**src/rtl/mc_control_unit_if.sv**
```systemverilog
// Control-unit bus: instruction fields and handshake in, datapath strobes out.
interface mc_control_unit_if;
    logic [6:0] op;
    logic [2:0] funct3;
    logic       funct7b5;
    logic       Zero;
    logic       mem_ready;
    logic       PCWrite;
    logic       AdrSrc;
    logic       MemWrite;
    logic       IRWrite;
    logic [1:0] ResultSrc;
    logic [1:0] ALUSrcA;
    logic [1:0] ALUSrcB;
    logic [2:0] ALUControl;
    logic [1:0] ImmSrc;
    logic       RegWrite;
    logic       retire;
    logic       illegal;

    modport master (
        input  op, funct3, funct7b5, Zero, mem_ready,
        output PCWrite, AdrSrc, MemWrite, IRWrite, ResultSrc, ALUSrcA, ALUSrcB,
               ALUControl, ImmSrc, RegWrite, retire, illegal
    );

    modport slave (
        output op, funct3, funct7b5, Zero, mem_ready,
        input  PCWrite, AdrSrc, MemWrite, IRWrite, ResultSrc, ALUSrcA, ALUSrcB,
               ALUControl, ImmSrc, RegWrite, retire, illegal
    );
endinterface

```
**src/rtl/mc_control_unit.sv**
```systemverilog
// Multi-cycle RV32I main controller: sequences fetch/decode/execute/memory/
// writeback and drives the ALU operation select.
module mc_control_unit (
    input  logic              clk,
    input  logic              rst,
    mc_control_unit_if.master bus
);
    typedef enum logic [3:0] {
        FETCH    = 4'd0,
        DECODE   = 4'd1,
        MEMADR   = 4'd2,
        MEMREAD  = 4'd3,
        MEMWB    = 4'd4,
        MEMWRITE = 4'd5,
        EXECUTER = 4'd6,
        EXECUTEI = 4'd7,
        ALUWB    = 4'd8,
        BEQ      = 4'd9,
        JAL      = 4'd10,
        TRAP     = 4'd11
    } state_t;

    state_t     state, next;
    logic       pcw, mw, irw, rw, ret;
    logic       adr, ill;
    logic [1:0] rs, sa, sb, aluop;
    logic [2:0] alu_ctl;
    logic       f3_ok;

    assign f3_ok = (bus.funct3 == 3'b000) || (bus.funct3 == 3'b010) ||
                   (bus.funct3 == 3'b110) || (bus.funct3 == 3'b111);

    // State register; reset parks the controller in FETCH.
    always_ff @(posedge clk or negedge rst) begin
        if (!rst) state <= FETCH;
        else      state <= next;
    end

    // Next-state and per-state datapath controls.
    always_comb begin
        next  = state;
        pcw   = 1'b0;
        adr   = 1'b0;
        mw    = 1'b0;
        irw   = 1'b0;
        rs    = 2'b00;
        sa    = 2'b00;
        sb    = 2'b00;
        aluop = 2'b00;
        rw    = 1'b0;
        ret   = 1'b0;
        ill   = 1'b0;
        case (state)
            FETCH: begin
                sb  = 2'b10;
                rs  = 2'b10;
                irw = bus.mem_ready;
                pcw = bus.mem_ready;
                if (bus.mem_ready) next = DECODE;
            end
            DECODE: begin
                sa = 2'b01;
                sb = 2'b01;
                case (bus.op)
                    7'b0000011, 7'b0100011: next = MEMADR;
                    7'b0110011: next = f3_ok ? EXECUTER : TRAP;
                    7'b0010011: next = f3_ok ? EXECUTEI : TRAP;
                    7'b1100011: next = (bus.funct3 == 3'b000) ? BEQ : TRAP;
                    7'b1101111: next = JAL;
                    default:    next = TRAP;
                endcase
            end
            MEMADR: begin
                sa   = 2'b10;
                sb   = 2'b01;
                next = bus.op[5] ? MEMWRITE : MEMREAD;
            end
            MEMREAD: begin
                adr = 1'b1;
                if (bus.mem_ready) next = MEMWB;
            end
            MEMWB: begin
                rs   = 2'b01;
                rw   = 1'b1;
                ret  = 1'b1;
                next = FETCH;
            end
            MEMWRITE: begin
                adr = 1'b1;
                mw  = 1'b1;
                if (bus.mem_ready) begin
                    ret  = 1'b1;
                    next = FETCH;
                end
            end
            EXECUTER: begin
                sa    = 2'b10;
                aluop = 2'b10;
                next  = ALUWB;
            end
            EXECUTEI: begin
                sa    = 2'b10;
                sb    = 2'b01;
                aluop = 2'b10;
                next  = ALUWB;
            end
            ALUWB: begin
                rw   = 1'b1;
                ret  = 1'b1;
                next = FETCH;
            end
            BEQ: begin
                sa    = 2'b10;
                aluop = 2'b01;
                pcw   = bus.Zero;
                ret   = 1'b1;
                next  = FETCH;
            end
            JAL: begin
                sa   = 2'b01;
                sb   = 2'b10;
                pcw  = 1'b1;
                next = ALUWB;
            end
            TRAP: begin
                ill = 1'b1;
            end
            default: next = FETCH;
        endcase
    end

    // ALU operation decode from ALUOp and the instruction function fields.
    always_comb begin
        alu_ctl = 3'b000;
        case (aluop)
            2'b01: alu_ctl = 3'b001;
            2'b10: begin
                case (bus.funct3)
                    3'b000:  alu_ctl = (bus.funct7b5 & bus.op[5]) ? 3'b001 : 3'b000;
                    3'b010:  alu_ctl = 3'b101;
                    3'b110:  alu_ctl = 3'b011;
                    3'b111:  alu_ctl = 3'b010;
                    default: alu_ctl = 3'b000;
                endcase
            end
            default: alu_ctl = 3'b000;
        endcase
    end

    // Immediate format depends only on the opcode.
    always_comb begin
        case (bus.op)
            7'b0100011: bus.ImmSrc = 2'b01;
            7'b1100011: bus.ImmSrc = 2'b10;
            7'b1101111: bus.ImmSrc = 2'b11;
            default:    bus.ImmSrc = 2'b00;
        endcase
    end

    // Write strobes and retire are gated by reset so nothing fires while it is held.
    assign bus.PCWrite    = pcw & rst;
    assign bus.MemWrite   = mw  & rst;
    assign bus.IRWrite    = irw & rst;
    assign bus.RegWrite   = rw  & rst;
    assign bus.retire     = ret & rst;
    assign bus.AdrSrc     = adr;
    assign bus.ResultSrc  = rs;
    assign bus.ALUSrcA    = sa;
    assign bus.ALUSrcB    = sb;
    assign bus.ALUControl = alu_ctl;
    assign bus.illegal    = ill;
endmodule

```
**src/flat_wrapper.sv**
```systemverilog
// flat-port wrapper written by rule: the top's interface ports become plain ports
module mc_control_unit_flat 
  (clk, rst, bus_op, bus_funct3, bus_funct7b5, bus_Zero, bus_mem_ready, bus_PCWrite, bus_AdrSrc, bus_MemWrite, bus_IRWrite, bus_ResultSrc, bus_ALUSrcA, bus_ALUSrcB, bus_ALUControl, bus_ImmSrc, bus_RegWrite, bus_retire, bus_illegal);
  mc_control_unit_if bus_i ();
  input  logic clk;
  input  logic rst;
  input wire logic [$bits(bus_i.op)-1:0] bus_op;
  input wire logic [$bits(bus_i.funct3)-1:0] bus_funct3;
  input wire logic [$bits(bus_i.funct7b5)-1:0] bus_funct7b5;
  input wire logic [$bits(bus_i.Zero)-1:0] bus_Zero;
  input wire logic [$bits(bus_i.mem_ready)-1:0] bus_mem_ready;
  output wire logic [$bits(bus_i.PCWrite)-1:0] bus_PCWrite;
  output wire logic [$bits(bus_i.AdrSrc)-1:0] bus_AdrSrc;
  output wire logic [$bits(bus_i.MemWrite)-1:0] bus_MemWrite;
  output wire logic [$bits(bus_i.IRWrite)-1:0] bus_IRWrite;
  output wire logic [$bits(bus_i.ResultSrc)-1:0] bus_ResultSrc;
  output wire logic [$bits(bus_i.ALUSrcA)-1:0] bus_ALUSrcA;
  output wire logic [$bits(bus_i.ALUSrcB)-1:0] bus_ALUSrcB;
  output wire logic [$bits(bus_i.ALUControl)-1:0] bus_ALUControl;
  output wire logic [$bits(bus_i.ImmSrc)-1:0] bus_ImmSrc;
  output wire logic [$bits(bus_i.RegWrite)-1:0] bus_RegWrite;
  output wire logic [$bits(bus_i.retire)-1:0] bus_retire;
  output wire logic [$bits(bus_i.illegal)-1:0] bus_illegal;
  assign bus_i.op = bus_op;
  assign bus_i.funct3 = bus_funct3;
  assign bus_i.funct7b5 = bus_funct7b5;
  assign bus_i.Zero = bus_Zero;
  assign bus_i.mem_ready = bus_mem_ready;
  assign bus_PCWrite = bus_i.PCWrite;
  assign bus_AdrSrc = bus_i.AdrSrc;
  assign bus_MemWrite = bus_i.MemWrite;
  assign bus_IRWrite = bus_i.IRWrite;
  assign bus_ResultSrc = bus_i.ResultSrc;
  assign bus_ALUSrcA = bus_i.ALUSrcA;
  assign bus_ALUSrcB = bus_i.ALUSrcB;
  assign bus_ALUControl = bus_i.ALUControl;
  assign bus_ImmSrc = bus_i.ImmSrc;
  assign bus_RegWrite = bus_i.RegWrite;
  assign bus_retire = bus_i.retire;
  assign bus_illegal = bus_i.illegal;
  mc_control_unit u_core (.clk(clk), .rst(rst), .bus(bus_i));
endmodule
```
**config.mk**
```make
export PLATFORM = sky130hd
export DESIGN_NAME = mc_control_unit_flat
export DESIGN_NICKNAME = d
export VERILOG_FILES = /design/src/rtl/mc_control_unit_if.sv /design/src/rtl/mc_control_unit.sv /design/src/flat_wrapper.sv
export SDC_FILE = /design/constraint.sdc
export NUM_CORES = 1
export LEC_CHECK = 0
export CAP_MARGIN = 30
export CORE_AREA = 8 8 45 47
export DETAILED_ROUTE_END_ITERATION = 8
export DIE_AREA = 0 0 53 55
export DONT_BUFFER_PORTS = 1
export PLACE_DENSITY_LB_ADDON = 0.12
export SLEW_MARGIN = 20
export SYNTH_ARGS = -nofsm -noshare
export SYNTH_HDL_FRONTEND = slang
export SYNTH_SLANG_ARGS = --single-unit
```
**constraint.sdc**
```tcl
create_clock -name clk -period 1.46 [get_ports clk]
set_clock_uncertainty 0.15 [all_clocks]
set_input_delay 0.073 -clock clk [delete_from_list [all_inputs] [get_ports clk]]
set_output_delay 0.073 -clock clk [all_outputs]
set_load 0.1 [all_outputs]
```
==> impl_metrics.yaml, run 1 <==
run_status:
  run_status: "did not finish"
  lastStage: "4_1_cts"
  stop_error: "[ERROR DPL-0038] Utilization greater than 100%, impossible to legalize"
clocking:
  post-cts-setup-buffer-count: 14
  cts_buffer_depth: 2
  cts_sinks: 4
  cts_made_buffers: 3
  clockRootBuffer: "sky130_fd_sc_hd__clkbuf_4"
  post_cts_hold_buffer_count: 7
  htree_levels: 1
  cts-resized-gates: 64
die:
  placementRows: 14
  initial_core_util_pct: 46.6
  die_height_um: 55
  boundaryPins: 33
  chipWidth_um: 53
synth:
  synth_top_flop_cell: "sky130_fd_sc_hd__dfrtp_1"
  synth_top_cells_by_count: "sky130_fd_sc_hd__nor2_1, sky130_fd_sc_hd__nand2_1, sky130_fd_sc_hd__a21oi_1, sky130_fd_sc_hd__and3_1, sky130_fd_sc_hd__inv_1"
  post_synth_inst_count: 101
  yosys.cell_count.top_type: "sky130_fd_sc_hd__nor2_1"
  top_cells_by_area_synth: "sky130_fd_sc_hd__dfrtp_1, sky130_fd_sc_hd__and3_1, sky130_fd_sc_hd__nor2_1"
  synth_seq_cells: 4
  synthesis.yosys.warnings: 0
  synth_top_cell_by_area: "sky130_fd_sc_hd__dfrtp_1"
  seq_area_frac_synth_pct: 15.5
  number_of_enable_type_register_cells_in_the_synthesized_netlist: 0
  yosys.area.top_type_share_pct: 15.5
  post_synth_design_cell_area_um2: 644
  postSynthAreaPerCell_um2: 6.38
  ys_async_rst_share_pct: 100
  synth_fp_nets: 118
  synth_cell_types: 32
placement:
  routabilityCongestion: 0.847
  place_hpwl_um: 2400
  dpl_worst_slack_ns: -0.310
  place.port_buffers: 0
  placed_area_um2: 1300
[cell families after synthesis]
| family | synth area share [%] |
|---|---|
| simple gates | 41.0 |
| compound gates | 26.4 |
| buf+inv | 8.74 |
| flops | 15.5 |
| mux | 3.11 |
| fa+ha+maj | 3.88 |
| xor+xnor | 1.36 |
[metrics by stage]
step | hold slack (ns) | utilization [%] | instances
2_1_floorplan | -0.373 | - | 101
3_3_place_gp | -0.372 | 94.2 | 145
3_5_place_dp | -0.372 | 94.2 | 145
==> run 2, diff against run 1 <==
- CORE_AREA: 8 8 45 47 -> 8 8 69 71
- DIE_AREA: 0 0 53 55 -> 0 0 77 79
- PLACE_DENSITY_LB_ADDON: 0.12 -> 0.15
- clock period: 1.46 -> 1.9 ns (I/O delays scaled with it)
==> run 2 against run 1 <==
The flow now finishes without violations. Synthesized cell count unchanged. Area after synthesis stayed put.
==> impl_metrics.yaml, run 2 <==
run_status:
  run_status: "complete, no violations"
die:
  fp.coreArea_um2: 3800
  dieArea_um2: 6080
  boundaryPins: 33
  placementRows: 23
  initial_core_util_pct: 17.0
  die_height_um: 79
  chipWidth_um: 77
synth:
  number_of_enable_type_register_cells_in_the_synthesized_netlist: 0
  synth_top_cells_by_count: "sky130_fd_sc_hd__nor2_1, sky130_fd_sc_hd__nand2_1, sky130_fd_sc_hd__a21oi_1, sky130_fd_sc_hd__and3_1, sky130_fd_sc_hd__inv_1"
  top_cells_by_area_synth: "sky130_fd_sc_hd__dfrtp_1, sky130_fd_sc_hd__and3_1, sky130_fd_sc_hd__nor2_1"
  synth_fp_nets: 118
  synth_cell_types: 32
  synthesis.yosys.warnings: 0
  synth_top_flop_cell: "sky130_fd_sc_hd__dfrtp_1"
  synth_seq_cells: 4
  seq_area_frac_synth_pct: 15.5
  post_synth_inst_count: 101
  yosys.cell_count.top_type: "sky130_fd_sc_hd__nor2_1"
  synth_top_cell_by_area: "sky130_fd_sc_hd__dfrtp_1"
  post_synth_design_cell_area_um2: 644
  yosys.area.top_type_share_pct: 15.5
  postSynthAreaPerCell_um2: 6.38
  ys_async_rst_share_pct: 100
worst_setup_path:
  worst_r2r_startpoint: "u_core.state[2]"
  timing.rr.end: "u_core.state[0]"
  reg2reg_path_depth: 5
  critical_path_peak_fanout: 3
  ff2ff_setup_slack_ns: 0.32
  req_time_crit_path_ns: 1.65
  worst-endpoint-arrival_ns: 1.59
  timing.critical_path.max_delay_family: "simple AND/OR/NAND/NOR gates"
  critical_path.startpoint: "u_core.state[1]"
  cp_cell_sequence: "and2b_1, nand3_2, inv_1, ha_2, a31oi_4, nor2_4, buf_12"
  max_stage_delay_ns: 0.38
  critPathBufInv: 2
  cpMaxStageDelayCell: "sky130_fd_sc_hd__dfrtp_1"
  setup.worst_path.class: "flip-flop to output pin"
  sort_of_element_at_the_start_of_the_critical_path: "flip-flop"
  endpoint_kind: "output pin"
route:
  ant_nets: 0
  drtIter0Drc: 35
  num_vias: 826
  detail_route.first_pass.iterations: 4
  aggregate_routed_wire_length_um: 2580
  viasPerCell: 4.67
  post-route-drc-count: 0
  routedWlPerCell_um: 14.6
final_layout:
  num-nets-final: 146
  final_cell_mix: "sky130_fd_sc_hd__buf_12, sky130_fd_sc_hd__nand2_1, sky130_fd_sc_hd__buf_4"
  register_name_with_the_most_flops: "u_core.state"
  area_delta_synth_final_pct: 99.2
  layout_top_registers: "u_core.state: 4 flops"
  layout-drive-gt1-share_pct: 41.7
  largest_reg_flops: 4
  post_layout_instance_count_excluding_filler_cells: 177
  antenna-diode-count: 0
  final_common_cell: "sky130_fd_sc_hd__buf_12"
min_path:
  worst_hold_path.num_cells: 3
  hold_path.class: "primary input to flip-flop"
  holdPathEnd: "u_core.state[2]"
  hold_start: "bus_op[6]"
global_routing:
  grt.total_usage_pct: 8.83
  antenna_violations_before_repair: 0
  first_global_vias: 896
  global_route.overflow_total: 0
  grt_first_pass_wirelength_um: 4340
  grt_max_degree: 18
placement:
  number_of_cells_in_the_design_after_placement: 170
  place.port_buffers: 0
  routabilityCongestion: 0.801
  place_hpwl_um: 2000
sta:
  period_minus_slack_ns: 1.84
  rsz_0062_raised_after_global_routing: "true"
  achievable-frequency_ghz: 0.544
  finalHoldWorstSlack_ns: 0.0137
  fin_crit_sh_pct: 96.7
  slew-limit-headroom_pct: 75.0
  drv_slew: 0
  worstMarginPinSlew_ns: 0.372
  report.final.setup_viol: 0
  hold_violations: 0
clocking:
  clock_tree_from_tritoncts: "built"
  cts_sinks: 4
  cts_buffer_depth: 2
  worst_setup_hold_path_clk_slew_ns: 0.03
  clockRootBuffer: "sky130_fd_sc_hd__clkbuf_8"
  htree_levels: 1
  cts_made_buffers: 3
  worst_skew_pair.late_latency_ns: 0.22
run:
  cap_viol_max_count: 0
## run 2: cell counts after synthesis
Identical to the previous run, type by type.
## run 2: kinds of logic (layout without fill, tap and decap cells)
family | Yosys count | in the layout | synth area share (%)
buf+inv | 13 | 39 | 8.74
simple gates | 52 | 52 | 41.0
mux | 2 | 2 | 3.11
flops | 4 | 4 | 15.5
xor+xnor | 1 | 1 | 1.36
fa+ha+maj | 2 | 2 | 3.88
compound gates | 27 | 27 | 26.4
## run 2: worst register-to-register path, stage by stage, from the launching register on
cell and delay, ns:
sky130_fd_sc_hd__dfrtp_1 0.43, sky130_fd_sc_hd__buf_4 0.22, sky130_fd_sc_hd__nor2_1 0.15, sky130_fd_sc_hd__o21ai_0 0.10
sky130_fd_sc_hd__a311o_1 0.32, sky130_fd_sc_hd__o21ai_1 0.13
## run 2: worst max-delay path by stage
stage | endpoint | slack [ns] | depth (start not counted)
after floorplan | bus_IRWrite | -0.52 | 3
after global placement | bus_ALUControl[0] | 0.19 | 6
after detailed placement | bus_ALUControl[0] | 0.17 | 6
after CTS | bus_ALUControl[2] | 0.004 | 6
after global routing | bus_ALUControl[0] | -0.05 | 7
final | bus_ALUControl[0] | 0.06 | 7
## run 2: repair_timing
item / 4_1_cts / 5_1_grt
hold buffers: 4 / 0
gates resized for setup: 2 / 8
pin swaps: 0 / 2
hold endpoints to repair: 6 / 0
cloned: 0 / 0
buffers inserted: 0 / 0
endpoints found under the setup margin: 1 / 4
## run 2: layout make-up
cell class	instances	area [um^2]
multi-input cells	84	634
flip-flops and latches	4	100
well taps	50	62.6
fillers	414	2510
repair buffers	29	419
inverters	7	26.3
clock buffers	3	41.3
## run 2: through the flow
stage	TNS, ns	area (um^2)	setup slack (ns)	utilization [%]
after floorplan	-0.985	753	-0.522	-
after global placement	0	1160	0.189	30.5
after detailed placement	0	1160	0.167	30.5
after CTS	0	1250	0.00438	32.9
after global routing	-0.0658	1280	-0.0512	33.8
final	0	1280	0.0622	33.8
## run 2: routing by layer
metal	up-vias	global-route usage, %	share of wire (%)
met5	-	0	0
met1	369	10.7	46
met2	38	12.7	41
met4	0	5.28	2.1
met3	5	3.84	10
li1	414	-	-
Power of run 2 is not shown: default switching activity piles up to over one toggle a cycle in this logic, so the estimate is an artifact.
==> run 3, diff against run 2 <==
- CTS_BUF_LIST: not set -> sky130_fd_sc_hd__clkbuf_16
- MAX_ROUTING_LAYER: not set -> met4
- SKIP_LAST_GASP: not set -> 1
==> run 3 against run 2 <==
Via count is 0.48% lower. Cell area grew 3.2%. First-iteration DRC count increased by 17%. Largest cell class unchanged.
==> impl_metrics.yaml, run 3 (synthesis gave the netlist of run 2 again) <==
worst_setup_path:
  cp_cell_sequence: "nand2b_4, nor2_4, ha_4, nand2_2, nor3_4, buf_12"
  sort_of_element_at_the_start_of_the_critical_path: "flip-flop"
  endpoint_kind: "output pin"
  worst_r2r_startpoint: "u_core.state[2]"
  req_time_crit_path_ns: 1.65
  critical_path.startpoint: "u_core.state[3]"
  ff2ff_setup_slack_ns: 0.31
  reg2reg_path_depth: 5
  critical_path_peak_fanout: 3
  cpMaxStageDelayCell: "sky130_fd_sc_hd__dfrtp_1"
  max_stage_delay_ns: 0.41
  setup.worst_path.class: "flip-flop to output pin"
  timing.rr.end: "u_core.state[0]"
  worst-endpoint-arrival_ns: 1.60
placement:
  place.port_buffers: 0
  routabilityCongestion: 0.812
  dpl_worst_slack_ns: 0.167
  number_of_cells_in_the_design_after_placement: 170
  place_hpwl_um: 2000
sta:
  rsz_0062_raised_after_global_routing: "true"
  report.final.setup_viol: 0
  achievable-frequency_ghz: 0.541
  drv_slew: 0
  fin_crit_sh_pct: 97.3
  final.setup.worst_slack_ns: 0.0519
  period_minus_slack_ns: 1.85
  worstMarginPinSlew_ns: 0.372
  slew-limit-headroom_pct: 75.0
  hold_violations: 0
route:
  viasPerCell: 4.64
  drtIter0Drc: 41
  detail_route.first_pass.iterations: 4
  num_vias: 822
  post-route-drc-count: 0
  aggregate_routed_wire_length_um: 2610
  routedWlPerCell_um: 14.8
  ant_nets: 0
clocking:
  htree_levels: 1
  worst_skew_pair.late_latency_ns: 0.22
  worst_setup_hold_path_clk_slew_ns: 0.03
  clock_tree_from_tritoncts: "built"
  cts_made_buffers: 3
  clockRootBuffer: "sky130_fd_sc_hd__clkbuf_16"
  cts_sinks: 4
  cts_buffer_depth: 2
die:
  chipWidth_um: 77
  boundaryPins: 33
  dieArea_um2: 6080
  fp.coreArea_um2: 3800
  initial_core_util_pct: 17.0
  die_height_um: 79
  placementRows: 23
global_routing:
  first_global_vias: 900
  grt_max_degree: 18
  antenna_violations_before_repair: 0
  grt_first_pass_wirelength_um: 4370
  grt.total_usage_pct: 9.14
  global_route.overflow_total: 0
final_layout:
  layout_top_registers: "u_core.state: 4 flops"
  antenna-diode-count: 0
  area_delta_synth_final_pct: 106
  final_common_cell: "sky130_fd_sc_hd__buf_12"
  largest_reg_flops: 4
  final_cell_mix: "sky130_fd_sc_hd__buf_12, sky130_fd_sc_hd__nand2_1, sky130_fd_sc_hd__buf_4"
  register_name_with_the_most_flops: "u_core.state"
  finish.utilization_pct: 34.9
  layout-drive-gt1-share_pct: 42.5
  num-nets-final: 146
  post_layout_instance_count_excluding_filler_cells: 177
min_path:
  holdPathEnd: "u_core.state[2]"
  worst_hold_path.num_cells: 3
  hold_path.class: "primary input to flip-flop"
  hold_start: "bus_op[6]"
run:
  cap_viol_max_count: 0
run_status:
  run_status: "complete, no violations"
[run 3: cell type report]
type	count	area (um^2)
Fill cell	406	2470
Inverter	7	26.3
Sequential cell	4	100
Multi-Input combinational cell	84	642
Timing Repair Buffer	29	419
Clock buffer	3	75.1
Tap cell	50	62.6
[run 3: critical path: cells and delay by family, from the launching register on]
family / cells / cell delay [ns]
AND/OR/NAND/NOR: 4 / 0.60
buffers and inverters: 1 / 0.20
flip-flops: 1 / 0.41
adder cells (fa/ha/maj): 1 / 0.17
[run 3: worst max-delay path by stage]
| stage | to | slack, ns |
|---|---|---|
| CTS | bus_ALUControl[2] | 0.03 |
| global placement | bus_ALUControl[0] | 0.19 |
| finish | bus_ALUControl[2] | 0.05 |
| floorplan | bus_IRWrite | -0.52 |
| global route | bus_PCWrite | -0.03 |
| detailed placement | bus_ALUControl[0] | 0.17 |
[run 3: repair_timing]
action                                  4_1_cts  5_1_grt
endpoints found under the setup margin        2        4
hold buffers                                  4        0
pin swaps                                     0        2
gates resized for setup                       3        9
buffers inserted                              0        0
hold endpoints to repair                      6        0
[run 3: stage by stage]
step / TNS, ns / instance area [um^2] / hold slack [ns]
global route: -0.0630 / 1330 / 0.0298
global placement: 0 / 1160 / -0.350
floorplan: -0.985 / 753 / -0.351
CTS: 0 / 1290 / 0.00666
detailed placement: 0 / 1160 / -0.350
finish: 0 / 1330 / 0.0124
[run 3: metal layers]
layer | global-route usage (%) | routed length [um] | vias to the layer above
li1 | - | - | 413
met1 | 11.0 | 1240 | 368
met3 | 3.39 | 244 | 5
met4 | 5.28 | 55 | 0
met2 | 12.7 | 1070 | 36
met5 | - | 0 | -
Power of run 3 is left out for the same reason.
